--- src/rtl/mem_access_ctrl_pkg.sv ---
// Shared definitions for the load/store sequencer: funct3 encodings,
// FSM state encoding and the access-legality rule.
package mem_access_ctrl_pkg;

  // RISC-V load/store width encodings (funct3)
  localparam logic [2:0] F3_B  = 3'b000;
  localparam logic [2:0] F3_H  = 3'b001;
  localparam logic [2:0] F3_W  = 3'b010;
  localparam logic [2:0] F3_BU = 3'b100;
  localparam logic [2:0] F3_HU = 3'b101;

  // Selects the byte offset inside a 32-bit word
  localparam logic [1:0] WORD_OFS_MASK = 2'b11;

  typedef enum logic [1:0] {
    IDLE  = 2'd0,
    READ  = 2'd1,
    WRITE = 2'd2,
    DONE  = 2'd3
  } state_t;

  // True when the width/offset combination cannot be served: misaligned
  // halfword/word, reserved load encodings, or unsigned encodings on a store.
  function automatic logic access_err(input logic       is_store,
                                      input logic [2:0] f3,
                                      input logic [1:0] k);
    logic bad;
    bad = 1'b0;
    case (f3)
      F3_B:    bad = 1'b0;
      F3_H:    bad = k[0];
      F3_W:    bad = (k != 2'b00);
      F3_BU:   bad = is_store;
      F3_HU:   bad = is_store | k[0];
      default: bad = 1'b1;
    endcase
    return bad;
  endfunction

endpackage

--- src/rtl/mem_lane_align.sv ---
// Byte/halfword lane logic between a full memory word and the datapath.
// Memory byte order is big-endian within the word: byte offset 0 is the MSB.
module mem_lane_align
  import mem_access_ctrl_pkg::*;
#(
  parameter int N = 32
) (
  input  logic [N-1:0] i_word,
  input  logic [1:0]   i_k,
  input  logic [2:0]   i_funct3,
  input  logic [N-1:0] i_wdata,
  output logic [N-1:0] o_load,
  output logic [N-1:0] o_store
);

  logic [7:0]  w_byte;
  logic [15:0] w_half;

  // Pick the addressed lane and extend it to a load result
  always_comb begin
    // NOTE: every combinational output gets a default first so no path leaves it unassigned (no latch).
    w_byte = i_word[N-1 -: 8];
    w_half = i_word[N-1 -: 16];
    o_load = '0;
    case (i_k)
      2'd0: w_byte = i_word[N-1  -: 8];
      2'd1: w_byte = i_word[N-9  -: 8];
      2'd2: w_byte = i_word[N-17 -: 8];
      2'd3: w_byte = i_word[N-25 -: 8];
    endcase
    if (i_k[1]) w_half = i_word[N-17 -: 16];
    case (i_funct3)
      F3_B:    o_load = {{(N-8){w_byte[7]}}, w_byte};
      F3_BU:   o_load = {{(N-8){1'b0}}, w_byte};
      F3_H:    o_load = {{(N-16){w_half[15]}}, w_half};
      F3_HU:   o_load = {{(N-16){1'b0}}, w_half};
      F3_W:    o_load = i_word;
      default: o_load = '0;
    endcase
  end

  // Merge store data into the word read back from memory
  always_comb begin
    o_store = i_word;
    case (i_funct3)
      F3_B: begin
        case (i_k)
          2'd0: o_store[N-1  -: 8] = i_wdata[7:0];
          2'd1: o_store[N-9  -: 8] = i_wdata[7:0];
          2'd2: o_store[N-17 -: 8] = i_wdata[7:0];
          2'd3: o_store[N-25 -: 8] = i_wdata[7:0];
        endcase
      end
      F3_H: begin
        if (i_k[1]) o_store[N-17 -: 16] = i_wdata[15:0];
        else        o_store[N-1  -: 16] = i_wdata[15:0];
      end
      default: o_store = i_wdata;
    endcase
  end

endmodule

--- src/rtl/mem_access_ctrl.sv ---
// Load/store sequencer in front of a word-only memory. Sub-word stores are
// done as read-modify-write; illegal accesses complete with err and no write.
module mem_access_ctrl
  import mem_access_ctrl_pkg::*;
#(
  parameter int N = 32,
  parameter int M = 7
) (
  input  logic         CLK,
  input  logic         RST,
  input  logic         req,
  input  logic         we,
  input  logic [2:0]   funct3,
  input  logic [N-1:0] addr,
  input  logic [N-1:0] wdata,
  output logic         ready,
  output logic         done,
  output logic         err,
  output logic [N-1:0] rdata,
  output logic         mem_we,
  output logic [N-1:0] mem_a,
  output logic [N-1:0] mem_wd,
  input  logic [N-1:0] mem_rd
);

  state_t       r_state;
  state_t       w_next_state;

  logic         r_we;
  logic [2:0]   r_funct3;
  logic [1:0]   r_k;
  logic [N-1:0] r_wdata;
  logic [N-1:0] r_mem_a;
  logic [N-1:0] r_mem_wd;
  logic [N-1:0] r_rdata;
  logic         r_err;

  logic [1:0]   w_k;
  logic [N-1:0] w_word_a;
  logic         w_out_of_range;
  logic         w_reject;
  logic         w_is_sw;
  logic [N-1:0] w_load_val;
  logic [N-1:0] w_store_word;

  assign w_k            = addr[1:0] & WORD_OFS_MASK;
  assign w_word_a       = {addr[N-1:2], 2'b00};
  assign w_out_of_range = |w_word_a[N-1:M];
  assign w_reject       = access_err(we, funct3, w_k) | w_out_of_range;
  assign w_is_sw        = we & (funct3 == F3_W);

  // Lane logic sees the word arriving during READ, so both the load result
  // and the merged store word are ready at the edge that closes READ.
  mem_lane_align #(.N(N)) u_lane (
    .i_word   (mem_rd),
    .i_k      (r_k),
    .i_funct3 (r_funct3),
    .i_wdata  (r_wdata),
    .o_load   (w_load_val),
    .o_store  (w_store_word)
  );

  // State register; reset wins over any request
  always_ff @(posedge CLK) begin
    // NOTE: sequential state uses non-blocking assignments so every flop samples pre-edge values.
    if (RST) r_state <= IDLE;
    else     r_state <= w_next_state;
  end

  // Next-state decode
  always_comb begin
    w_next_state = r_state;
    case (r_state)
      IDLE: begin
        if (req) begin
          if (w_reject)     w_next_state = DONE;
          else if (w_is_sw) w_next_state = WRITE;
          else              w_next_state = READ;
        end
      end
      READ:    w_next_state = r_we ? WRITE : DONE;
      WRITE:   w_next_state = DONE;
      DONE:    w_next_state = IDLE;
      default: w_next_state = IDLE;
    endcase
  end

  // Outputs decoded from state and registers only
  always_comb begin
    ready  = (r_state == IDLE);
    done   = (r_state == DONE);
    err    = (r_state == DONE) & r_err;
    mem_we = (r_state == WRITE);
    rdata  = r_rdata;
    mem_a  = r_mem_a;
    mem_wd = r_mem_wd;
  end

  // Request latch, read capture and result registers
  always_ff @(posedge CLK) begin
    if (RST) begin
      r_we     <= 1'b0;
      r_funct3 <= '0;
      r_k      <= '0;
      r_wdata  <= '0;
      r_mem_a  <= '0;
      r_mem_wd <= '0;
      r_rdata  <= '0;
      r_err    <= 1'b0;
    end else begin
      case (r_state)
        IDLE: begin
          if (req) begin
            r_we     <= we;
            r_funct3 <= funct3;
            r_k      <= w_k;
            r_wdata  <= wdata;
            r_mem_a  <= w_word_a;
            r_err    <= w_reject;
            // A full-word store goes straight to WRITE with the raw data
            r_mem_wd <= wdata;
          end
        end
        READ: begin
          if (r_we) r_mem_wd <= w_store_word;
          else      r_rdata  <= w_load_val;
        end
        DONE: begin
          r_rdata <= '0;
          r_err   <= 1'b0;
        end
        default: ;
      endcase
    end
  end

endmodule

--- config.mk ---
export PLATFORM = sky130hd
export DESIGN_NAME = mem_access_ctrl
export DESIGN_NICKNAME = d
export VERILOG_FILES = /design/src/rtl/mem_access_ctrl_pkg.sv /design/src/rtl/mem_lane_align.sv /design/src/rtl/mem_access_ctrl.sv
export SDC_FILE = /design/constraint.sdc
export NUM_CORES = 1
export LEC_CHECK = 0
export BUFFER_PORTS_ARGS = -buffer_cell sky130_fd_sc_hd__buf_2
export CAP_MARGIN = 20
export CORE_MARGIN = 1.5
export CORE_UTILIZATION = 50
export CTS_CLUSTER_DIAMETER = 120
export DETAILED_ROUTE_END_ITERATION = 16
export GPL_ROUTABILITY_DRIVEN = 1
export MAX_ROUTING_LAYER = met4
export PLACE_DENSITY = 0.78
export SLEW_MARGIN = 5
export SYNTH_ARGS = -nofsm -noshare
export SYNTH_HDL_FRONTEND = slang
export SYNTH_SLANG_ARGS = --single-unit
--- constraint.sdc ---
create_clock -name CLK -period 2.4 [get_ports CLK]
set_input_delay 0.12 -clock CLK [delete_from_list [all_inputs] [get_ports CLK]]
set_output_delay 0.12 -clock CLK [all_outputs]
set_load 0.05 [all_outputs]
==> flow_summary_export.csv, run 1 <==
group,metric,value,unit
synth,async_flop_share,0,%
cts,cts_tree,"built",
setup_path,timing.critical_path.required,2770,ps
setup_path,maximum_fanout_encountered_on_the_critical_timing_path,23,
floorplan,core,13100,sq um
timing,final.period_utilization,86.2,%
place,dpl.hpwl,14.9,mm
timing,tightestPinTransition,768,ps
flow_run,max_cap_violations,0,
floorplan,fp.dieW,119,microns
cts,number_of_instances_resized_during_post_cts_repair,0,
layout,layoutNonFillerInstCount,1255,
place,finalWeightedCongestion,0.935,
synth,syn_area_per_cell,8.08,sq um
timing,final_max_slew_violation_count,0,
timing,setup-tns-final,0,ps
synth,synthesis.area,6680,sq um
global_routing,grtUsageMet3,7.48,%
synth,synth-warning-count,0,
drt,drt-wirelength-per-cell,18.4,microns
min_path,hold_crit_class,"input port to flop",
global_routing,overflow,0,
floorplan,ioPinCount,203,
global_routing,use_met2,52.9,%
global_routing,most_heavily_used_metal_layer_in_global_routing,"met2",
timing,remaining_max_slew_budget_at_the_tightest_pin,48.7,%
setup_path,setup.worst_path.start_class,"flop",
timing,fmaxAchievable,483,MHz
drt,totalWireLength,23.1,mm
global_routing,grt_max_degree,81,
floorplan,fp.dieH,119,microns
setup_path,crit_type,"flop to flop",
drt,drt_first_iter_violations,861,
place,postPlaceCellArea,7750,sq um
synth,netlist-cell-type-count,65,
cts,cts.sinks,135,
layout,fraction_of_final_layout_cells_with_drive_strength_greater_than_1,27.5,%
drt,drt.antenna.violating_nets,0,
layout,area.growth.synth_to_final,37.1,%
layout,final_cell_area_excluding_filler_cells,9160,sq um
drt,drt_drc_violations_left,0,
global_routing,first_global_vias,6940,
layout,diodes,0,
cts,ctsRootBufferMaster,"sky130_fd_sc_hd__clkbuf_16",
place,post-place-ws,378,ps
place,placed_cells_incl_taps,1149,
floorplan,effective_utilization_at_floorplan,50.8,%
timing,setup_repair_after_global_routing_missed_its_margin,"false",
setup_path,worstSetupEndpointType,"flop",
setup_path,crit_path_arrival_time,2440,ps
cts,ctsHtreeMaxLevel,4,
synth,synthesis.instances,827,
place,portBuffers,200,
layout,most-common-layout-cells,"209 x sky130_fd_sc_hd__nand2_1, 199 x sky130_fd_sc_hd__buf_2, 134 x sky130_fd_sc_hd__dfxtp_1",
layout,final_net_count,1173,
global_routing,use_met1,41.3,%
global_routing,grt_antenna_before_repair,0,
synth,postSynth.topFlopCell,"sky130_fd_sc_hd__dfxtp_1",
timing,final_hold_violation_count,0,
synth,synth_sequential_area_ratio,40.5,%
layout,final_core_util,69.7,%
cts,holdBufCountCts,74,
synth,synth_enable_flop_cells,0,
cts,clkSlewWorstSetupHoldPaths,60,ps
timing,finalCriticalPeriod,2070,ps
timing,setup_violations,0,
drt,avgViaCountPerCell,5.91,
global_routing,grt_pass1_wl,36.0,mm
cts,post-cts-setup-buffers,0,
drt,routed-via-count,7413,
floorplan,dieArea,14100,sq um
timing,clock_skew,8.08,ps
cts,numCtsBuffers,17,
global_routing,grtUsageTotal,33.6,%
pwr,vdd_ir_drop_max,0.807,mV
pwr,power.static_leakage,3.75,nW
cts,worstSkewPairLatency,430,ps
floorplan,placementRows,42,
layout,layout_commonest_cell,"sky130_fd_sc_hd__nand2_1",
timing,postLayoutSetupSlackWorst,331,ps
drt,dr.pass1.iters,6,
outcome,outcome,"finished clean",
cts,cts_buffer_depth,2,
synth,synth.ff_latch_count,135,
pwr,power.density,1320,nW/um^2
-- worst paths after layout --
path	start	end	slack [ps]	depth (start not counted)
setup / recovery	r_state[1]	mem_wd[14]	330	6
hold / removal	addr[0]	r_k[0]	30	3
setup reg to reg	r_state[1]	mem_wd[14]	330	6
hold reg to reg	mem_a[22]	mem_a[22]	450	2
-- stage by stage --
stage / hold WS, ps / power (mW)
global placement: 363 / 8.88
global route: 31.2 / 12.6
floorplan: 256 / 7.59
detailed placement: 370 / 8.95
CTS: 3.43 / 12.0
finish: 34.0 / 12.1
-- final cells by class --
cell class	instances	area, sq um
multi-input cells	606	3590
flip-flops and latches	135	2700
clock buffers	18	439
well taps	176	220
fillers	1021	3980
repair buffers	293	1940
inverters	13	48.8
clock inverters	14	223
-- power breakdown --
part / leakage (nW) / total, mW / internal (mW) / switching (mW)
clock network: 0.317 / 2.93 / 1.88 / 1.05
logic: 2.33 / 5.87 / 1.69 / 4.17
registers: 1.11 / 3.32 / 2.86 / 0.462
-- critical path, cell delays in order, from the launching register on --
cell and delay [ps]:
sky130_fd_sc_hd__dfxtp_1 380, sky130_fd_sc_hd__inv_1 80, sky130_fd_sc_hd__ha_1 290, sky130_fd_sc_hd__mux2_2 320, sky130_fd_sc_hd__and2_1 200, sky130_fd_sc_hd__nor2_4 480
sky130_fd_sc_hd__a22o_1 250
-- registers in the layout, summed over array words and instances (netlist names) --
name	cells
mem_a	30
mem_wd	32
r_err	1
r_funct3	3
r_k	2
r_state	2
r_wdata	32
r_we	1
rdata	32
-- Yosys cell counts (all sizes together), types with 16 or more instances --
| master | count | area share, % |
|---|---|---|
| nand3 | 19 | 1.5 |
| clkbuf | 35 | 2.0 |
| nand2 | 210 | 12 |
| a221oi | 17 | 3.2 |
| nand3b | 18 | 2.1 |
| a22oi | 23 | 2.6 |
| a22o | 16 | 2.1 |
| buf | 39 | 3.2 |
| a211oi | 19 | 2.2 |
| a21oi | 84 | 6.5 |
| dfxtp | 135 | 40 |
| nor2 | 32 | 2.0 |
| o21ai | 36 | 2.7 |
-- kinds of logic after synthesis --
| logic type | count (synthesis) | synth area share [%] |
|---|---|---|
| adders and majority gates | 4 | 0.749 |
| AOI/OAI and AO/OA | 274 | 29.4 |
| buffers and inverters | 87 | 5.96 |
| and+or+nand+nor | 313 | 21.0 |
| DFF | 135 | 40.5 |
| other | 1 | 0.0561 |
| muxes | 13 | 2.30 |
-- layer usage --
metal | part of all wire (%) | vias up
met5 | 0 | -
met1 | 40 | 3459
met4 | 4.2 | 0
li1 | - | 3459
met3 | 9.9 | 80
met2 | 46 | 415
Power figures use the tool's default switching activity.
==> run 2: changes to the inputs <==
--- a/config.mk
+++ b/config.mk
@@ -5,15 +5,17 @@
 export SDC_FILE = /design/constraint.sdc
 export NUM_CORES = 1
 export LEC_CHECK = 0
-export BUFFER_PORTS_ARGS = -buffer_cell sky130_fd_sc_hd__buf_2
+export BUFFER_PORTS_ARGS = -buffer_cell sky130_fd_sc_hd__buf_4
 export CAP_MARGIN = 20
 export CORE_MARGIN = 1.5
 export CORE_UTILIZATION = 50
 export CTS_CLUSTER_DIAMETER = 120
 export DETAILED_ROUTE_END_ITERATION = 16
 export GPL_ROUTABILITY_DRIVEN = 1
+export HOLD_SLACK_MARGIN = 0.12
 export MAX_ROUTING_LAYER = met4
 export PLACE_DENSITY = 0.78
+export RECOVER_POWER = 25
 export SLEW_MARGIN = 5
 export SYNTH_ARGS = -nofsm -noshare
 export SYNTH_HDL_FRONTEND = slang
==> run 2 against run 1 <==
Compared with the run above:
- final cell count up 2.9%
- via count up 3.4%
- count of clock-buffer cells in the layout up 5
- global-route usage up 1.1 points
- non-clock buffer count up 37
- critical path depth up 1
- clock skew up 5.6 ps
- flip-flop and latch count unchanged
- maximum frequency down 6.0%
- wire length up 4.9%
- highest routed layer unchanged
==> flow_summary_export.csv, run 2 (synthesis gave the netlist of run 1 again) <==
group,metric,value,unit
timing,finalCriticalPeriod,2200,ps
drt,highest-signal-layer,"met4",
pwr,total_power,12.1,mW
setup_path,regToRegStartpoint,"r_state[0]",
timing,remaining_max_slew_budget_at_the_tightest_pin,45.0,%
place,portBuffers,200,
min_path,hold_crit_class,"input port to flop",
layout,final_net_count,1210,
cts,cts_tree,"built",
setup_path,maximum_fanout_encountered_on_the_critical_timing_path,18,
floorplan,dieArea,14100,sq um
floorplan,effective_utilization_at_floorplan,50.8,%
place,finalWeightedCongestion,0.946,
floorplan,core,13100,sq um
floorplan,fp.dieW,119,microns
drt,drt_drc_violations_left,0,
cts,ctsRootBufferMaster,"sky130_fd_sc_hd__clkbuf_16",
cts,cts_buffer_depth,2,
outcome,outcome,"finished clean",
drt,met2_length,11.7,mm
cts,clkSlewWorstSetupHoldPaths,60,ps
place,postPlaceCellArea,8260,sq um
flow_run,max_cap_violations,0,
setup_path,timing.critical_path.required,2770,ps
setup_path,crit_type,"flop to flop",
drt,totalWireLength,24.2,mm
timing,fmaxAchievable,454,MHz
pwr,power.density,1240,nW/um^2
floorplan,ioPinCount,203,
global_routing,grt_antenna_before_repair,0,
layout,diodes,0,
global_routing,grtUsageTotal,34.6,%
global_routing,grt_pass1_wl,37.2,mm
layout,final_cell_area_excluding_filler_cells,9730,sq um
cts,numCtsBuffers,17,
global_routing,first_global_vias,7192,
cts,cts.sinks,135,
layout,most-common-layout-cells,"209 x sky130_fd_sc_hd__nand2_1, 161 x sky130_fd_sc_hd__buf_4, 134 x sky130_fd_sc_hd__dfxtp_1",
drt,drt.antenna.violating_nets,0,
drt,avgViaCountPerCell,5.93,
timing,setup_violations,0,
floorplan,placementRows,42,
timing,final.period_utilization,91.7,%
cts,ctsHtreeMaxLevel,4,
drt,dr.pass1.iters,8,
timing,setup_repair_after_global_routing_missed_its_margin,"false",
layout,fraction_of_final_layout_cells_with_drive_strength_greater_than_1,21.4,%
timing,fin_hold_ws,125,ps
layout,layout_commonest_cell,"sky130_fd_sc_hd__nand2_1",
drt,routed-via-count,7666,
place,placed_cells_incl_taps,1152,
timing,clock_skew,13.7,ps
pwr,power.static_leakage,3.77,nW
layout,area.growth.synth_to_final,45.6,%
min_path,hold_start,"mem_rd[21]",
layout,layoutNonFillerInstCount,1292,
setup_path,critical_path_origin,"r_state[0]",
setup_path,setup.worst_path.start_class,"flop",
setup_path,worstSetupEndpointType,"flop",
timing,final_max_slew_violation_count,0,
drt,route.met3.wl,2.30,mm
setup_path,crit_path_arrival_time,2570,ps
drt,drt-wirelength-per-cell,18.7,microns
drt,drt_first_iter_violations,776,
timing,setup-tns-final,0,ps
timing,final_hold_violation_count,0,
timing,tightestPinTransition,824,ps
drt,route.layer.met1.wl,9.36,mm
place,dpl.hpwl,15.5,mm
pwr,vdd_ir_drop_max,0.986,mV
global_routing,overflow,0,
global_routing,grt_max_degree,39,
cts,worstSkewPairLatency,430,ps
floorplan,fp.dieH,119,microns
==> run 2: cell types whose count changed in the layout (fill, tap and decap cells not counted), sizes merged <==
| cell | change |
|---|---|
| dlygate4sd3 | +34 |
| bufinv | -2 |
| buf | -55 |
| clkbuf | +63 |
| clkinvlp | -2 |
| inv | -1 |
==> run 2: power by group <==
group	total [mW]	internal, mW	leakage (nW)	switching [mW]
clock	2.66	1.68	0.295	0.981
sequential	3.35	2.86	1.11	0.497
combinational	6.08	1.88	2.37	4.21
==> run 2: per-layer routing <==
metal  global-route usage [%]  up-vias
met3                     6.42       71
met4                     15.1        0
met1                     42.8     3603
met5                        -        -
met2                     55.5      456
li1                         -     3536
==> run 2: layout make-up <==
cell class | instances | area, sq um
Clock buffer | 23 | 468
Clock inverter | 9 | 124
Fill cell | 959 | 3410
Inverter | 13 | 48.8
Multi-Input combinational cell | 606 | 3590
Sequential cell | 135 | 2700
Tap cell | 176 | 220
Timing Repair Buffer | 330 | 2570
==> run 2: stage by stage <==
step                      setup slack (ps)  utilization [%]
final                                  199             74.0
after global routing                  83.5             74.0
after CTS                             52.6             75.6
after detailed placement               329             62.9
after global placement                 448             62.9
after floorplan                        266                -
==> run 2: worst max-delay path, cell delays in order (launching register included) <==
cell and delay [ps]:
sky130_fd_sc_hd__dfxtp_1 330, sky130_fd_sc_hd__inv_1 100, sky130_fd_sc_hd__ha_2 310, sky130_fd_sc_hd__and2_4 320, sky130_fd_sc_hd__buf_4 270, sky130_fd_sc_hd__nand2_1 100
sky130_fd_sc_hd__a21oi_1 150, sky130_fd_sc_hd__dlygate4sd3_1 560
==> run 2: worst paths after layout <==
path,end,slack (ps),cells past startpoint
worst max-delay path,mem_a[28],200,7
worst min-delay path,rdata[21],130,3
worst min register to register,r_wdata[31],450,2
worst max register to register,mem_a[28],200,7
==> run 2: repair_timing <==
item                                   4_1_cts  5_1_grt
hold buffers                               108        0
buffers inserted                             0        0
gates resized for setup                      0        3
setup endpoints to repair                    0        5
endpoints found under the hold margin      109        0
==> run 3: changes to the inputs <==
--- a/config.mk
+++ b/config.mk
@@ -5,6 +5,7 @@
 export SDC_FILE = /design/constraint.sdc
 export NUM_CORES = 1
 export LEC_CHECK = 0
+export ABC_AREA = 1
 export BUFFER_PORTS_ARGS = -buffer_cell sky130_fd_sc_hd__buf_4
 export CAP_MARGIN = 20
 export CORE_MARGIN = 1.5
==> run 3 against run 2 <==
Compared with the run above:
- final cell count increased by 17%
- via count increased by 7.9%
- combinational power decreased by 33%
- critical endpoint is now rdata[19]
- cell area increased by 0.12%
- sequential share of layout area about the same
- total power decreased by 20%
- highest routed layer unchanged
- flip-flop and latch count unchanged
- clock skew decreased by 5.6 ps
==> flow_summary_export.csv, run 3 <==
group,metric,value,unit
setup_path,endpoint_of_the_worst_slack_reg_to_reg_timing_path,"rdata[19]",
drt,drt.antenna.violating_nets,0,
synth,post_synth_most_frequent_cells,"258 x sky130_fd_sc_hd__nand2_1, 142 x sky130_fd_sc_hd__a21oi_1, 135 x sky130_fd_sc_hd__dfxtp_1",
layout,seq_area,2700,sq um
synth,synth_top_area_share,39.0,%
min_path,timing.hold.worst_path_depth,5,
timing,fmaxAchievable,441,MHz
setup_path,timing.critical_path.required,2680,ps
drt,drt-wirelength-per-cell,17.0,microns
setup_path,worstRegToRegCells,7,
cts,numCtsBuffers,17,
cts,cts_tree,"built",
setup_path,maximum_fanout_encountered_on_the_critical_timing_path,28,
layout,diodes,0,
timing,remaining_max_slew_budget_at_the_tightest_pin,58.2,%
setup_path,regToRegStartpoint,"r_state[1]",
global_routing,overflow,0,
cts,ctsHtreeMaxLevel,4,
setup_path,worstSetupEndpointType,"flop",
global_routing,grtUsageTotal,36.2,%
cts,ctsRootBufferMaster,"sky130_fd_sc_hd__clkbuf_16",
setup_path,critical_path.slowest_cell,"sky130_fd_sc_hd__o21ai_1",
global_routing,first_global_vias,7724,
timing,setup_violations,0,
drt,totalWireLength,25.6,mm
layout,most-common-layout-cells,"257 x sky130_fd_sc_hd__nand2_1, 160 x sky130_fd_sc_hd__buf_4, 142 x sky130_fd_sc_hd__a21oi_1",
synth,synth_largest_area_cell,"sky130_fd_sc_hd__dfxtp_1",
timing,clock_skew,8.14,ps
layout,final_net_count,1428,
layout,area.growth.synth_to_final,40.6,%
synth,syn_area_per_cell,6.49,sq um
synth,synth.ff_latch_count,135,
timing,finalCriticalPeriod,2270,ps
layout,fraction_of_final_layout_cells_with_drive_strength_greater_than_1,15.5,%
drt,drt_drc_violations_left,0,
floorplan,ioPinCount,203,
min_path,hold_crit_class,"input port to flop",
floorplan,effective_utilization_at_floorplan,51.7,%
cts,clkSlewWorstSetupHoldPaths,60,ps
synth,synth_sequential_area_ratio,39.0,%
floorplan,core,13400,sq um
timing,final.period_utilization,94.4,%
flow_run,max_cap_violations,0,
synth,synth-warning-count,0,
synth,netlist_top_cells_area,"sky130_fd_sc_hd__dfxtp_1 39%, sky130_fd_sc_hd__nand2_1 14%, sky130_fd_sc_hd__a21oi_1 10%, sky130_fd_sc_hd__o21ai_0 9.7%, sky130_fd_sc_hd__nor2_1 6.3%",
synth,synth_enable_flop_cells,0,
synth,synthesis.instances,1067,
floorplan,dieArea,14600,sq um
timing,final_max_slew_violation_count,0,
setup_path,crit_type,"flop to flop",
layout,multiInputGateArea,3590,sq um
min_path,hold_start,"mem_rd[9]",
drt,dr.pass1.iters,5,
synth,library_cell_with_the_highest_instance_count_after_synthesis,"sky130_fd_sc_hd__nand2_1",
drt,routed-via-count,8274,
pwr,power.static_leakage,4.29,nW
timing,tightestPinTransition,629,ps
synth,async_flop_share,0,%
setup_path,crit_path_arrival_time,2550,ps
cts,cts_buffer_depth,2,
layout,layout_commonest_cell,"sky130_fd_sc_hd__nand2_1",
place,dpl.hpwl,16.9,mm
timing,final_hold_violation_count,0,
min_path,hold_path_end,"rdata[9]",
place,postPlaceCellArea,8490,sq um
setup_path,regToRegSetupSlack,130,ps
global_routing,grt_antenna_before_repair,0,
floorplan,placementRows,42,
pwr,vdd_ir_drop_max,0.881,mV
layout,final_cell_area_excluding_filler_cells,9740,sq um
outcome,outcome,"finished clean",
cts,cts.sinks,135,
timing,setup_repair_after_global_routing_missed_its_margin,"false",
setup_path,worstPathCellList,"inv_1, ha_1, buf_4, o21ai_1, clkinvlp_4, nand2_1, a21oi_1",
cts,worstSkewPairLatency,420,ps
synth,postSynth.topFlopCell,"sky130_fd_sc_hd__dfxtp_1",
floorplan,fp.dieH,121,microns
timing,setup-tns-final,0,ps
floorplan,fp.dieW,121,microns
drt,avgViaCountPerCell,5.48,
global_routing,grt_pass1_wl,39.9,mm
place,finalWeightedCongestion,1.03,
pwr,power.density,995,nW/um^2
drt,drt_first_iter_violations,883,
setup_path,setup.worst_path.start_class,"flop",
setup_path,critical_path.max_stage_delay,530,ps
global_routing,grt_max_degree,55,
place,post-place-ws,284,ps
timing,postLayoutSetupSlackWorst,135,ps
place,portBuffers,200,
layout,n_fill_cell,1161,
synth,netlist-cell-type-count,26,
synth,synthesis.area,6930,sq um
## run 3: layer usage
layer	vias up	track usage [%]	part of all wire, %
met5	-	-	0
met4	0	11.3	2.5
met3	62	7.22	6.9
met2	368	60.2	49
met1	3829	44.5	42
li1	4015	-	-
## run 3: timing repair
action                                 CTS  global route
setup endpoints to repair                0             2
hold buffers                            85             0
endpoints found under the hold margin  116             0
resized for setup                        0             3
setup buffers                            0             1
## run 3: worst max path at each step
stage / startpoint / to / slack [ps] / depth (start not counted)
after floorplan: r_state[0] / mem_wd[0] / 390 / 9
after global placement: r_state[1] / rdata[17] / 390 / 7
after detailed placement: r_state[1] / rdata[17] / 280 / 7
after CTS: r_state[1] / rdata[20] / 200 / 7
after global routing: r_state[1] / rdata[24] / 70 / 7
final: r_state[1] / rdata[19] / 130 / 7
## run 3: logic make-up after synthesis
logic type / share of synthesized area, %
AND/OR/NAND/NOR: 26.0
AO/OA/AOI/OAI: 25.0
buffers and inverters: 9.21
flip-flops: 39.0
adder cells (fa/ha/maj): 0.723
other: 0.0541
## run 3: per-stage QoR
step           total power [mW]  utilization, %  cells  hold WS (ps)
3_3_place_gp               6.92            63.4   1391           370
4_1_cts                    9.73            74.2   1507           123
6_report                   9.69            72.7   1509           128
2_1_floorplan              5.74               -   1068           268
5_1_grt                    10.2            72.7   1509           140
3_5_place_dp               6.96            63.4   1391           376
## run 3: area by class of cell
type                            count  share of cell area [%]
Inverter                           87                    3.39
Timing Repair inverter              1                  0.0771
Multi-Input combinational cell    775                    36.9
Clock buffer                       20                    4.59
Clock inverter                     11                    1.53
Sequential cell                   135                    27.8
Timing Repair Buffer              304                    23.5
Tap cell                          176                    2.26
## run 3: where the power goes
part	internal [mW]	leakage [nW]	switching (mW)
combinational	1.14	2.89	2.96
clock	1.66	0.283	1.01
sequential	2.66	1.11	0.252
total	5.46	4.29	4.23
## run 3: worst max-delay path, delay by kind of cell, from the launching register on
family,cells,cell delay [ps]
flip-flops,1,370
AND/OR/NAND/NOR,1,150
adder cells (fa/ha/maj),1,190
buffers and inverters,3,810
AO/OA/AOI/OAI,2,610
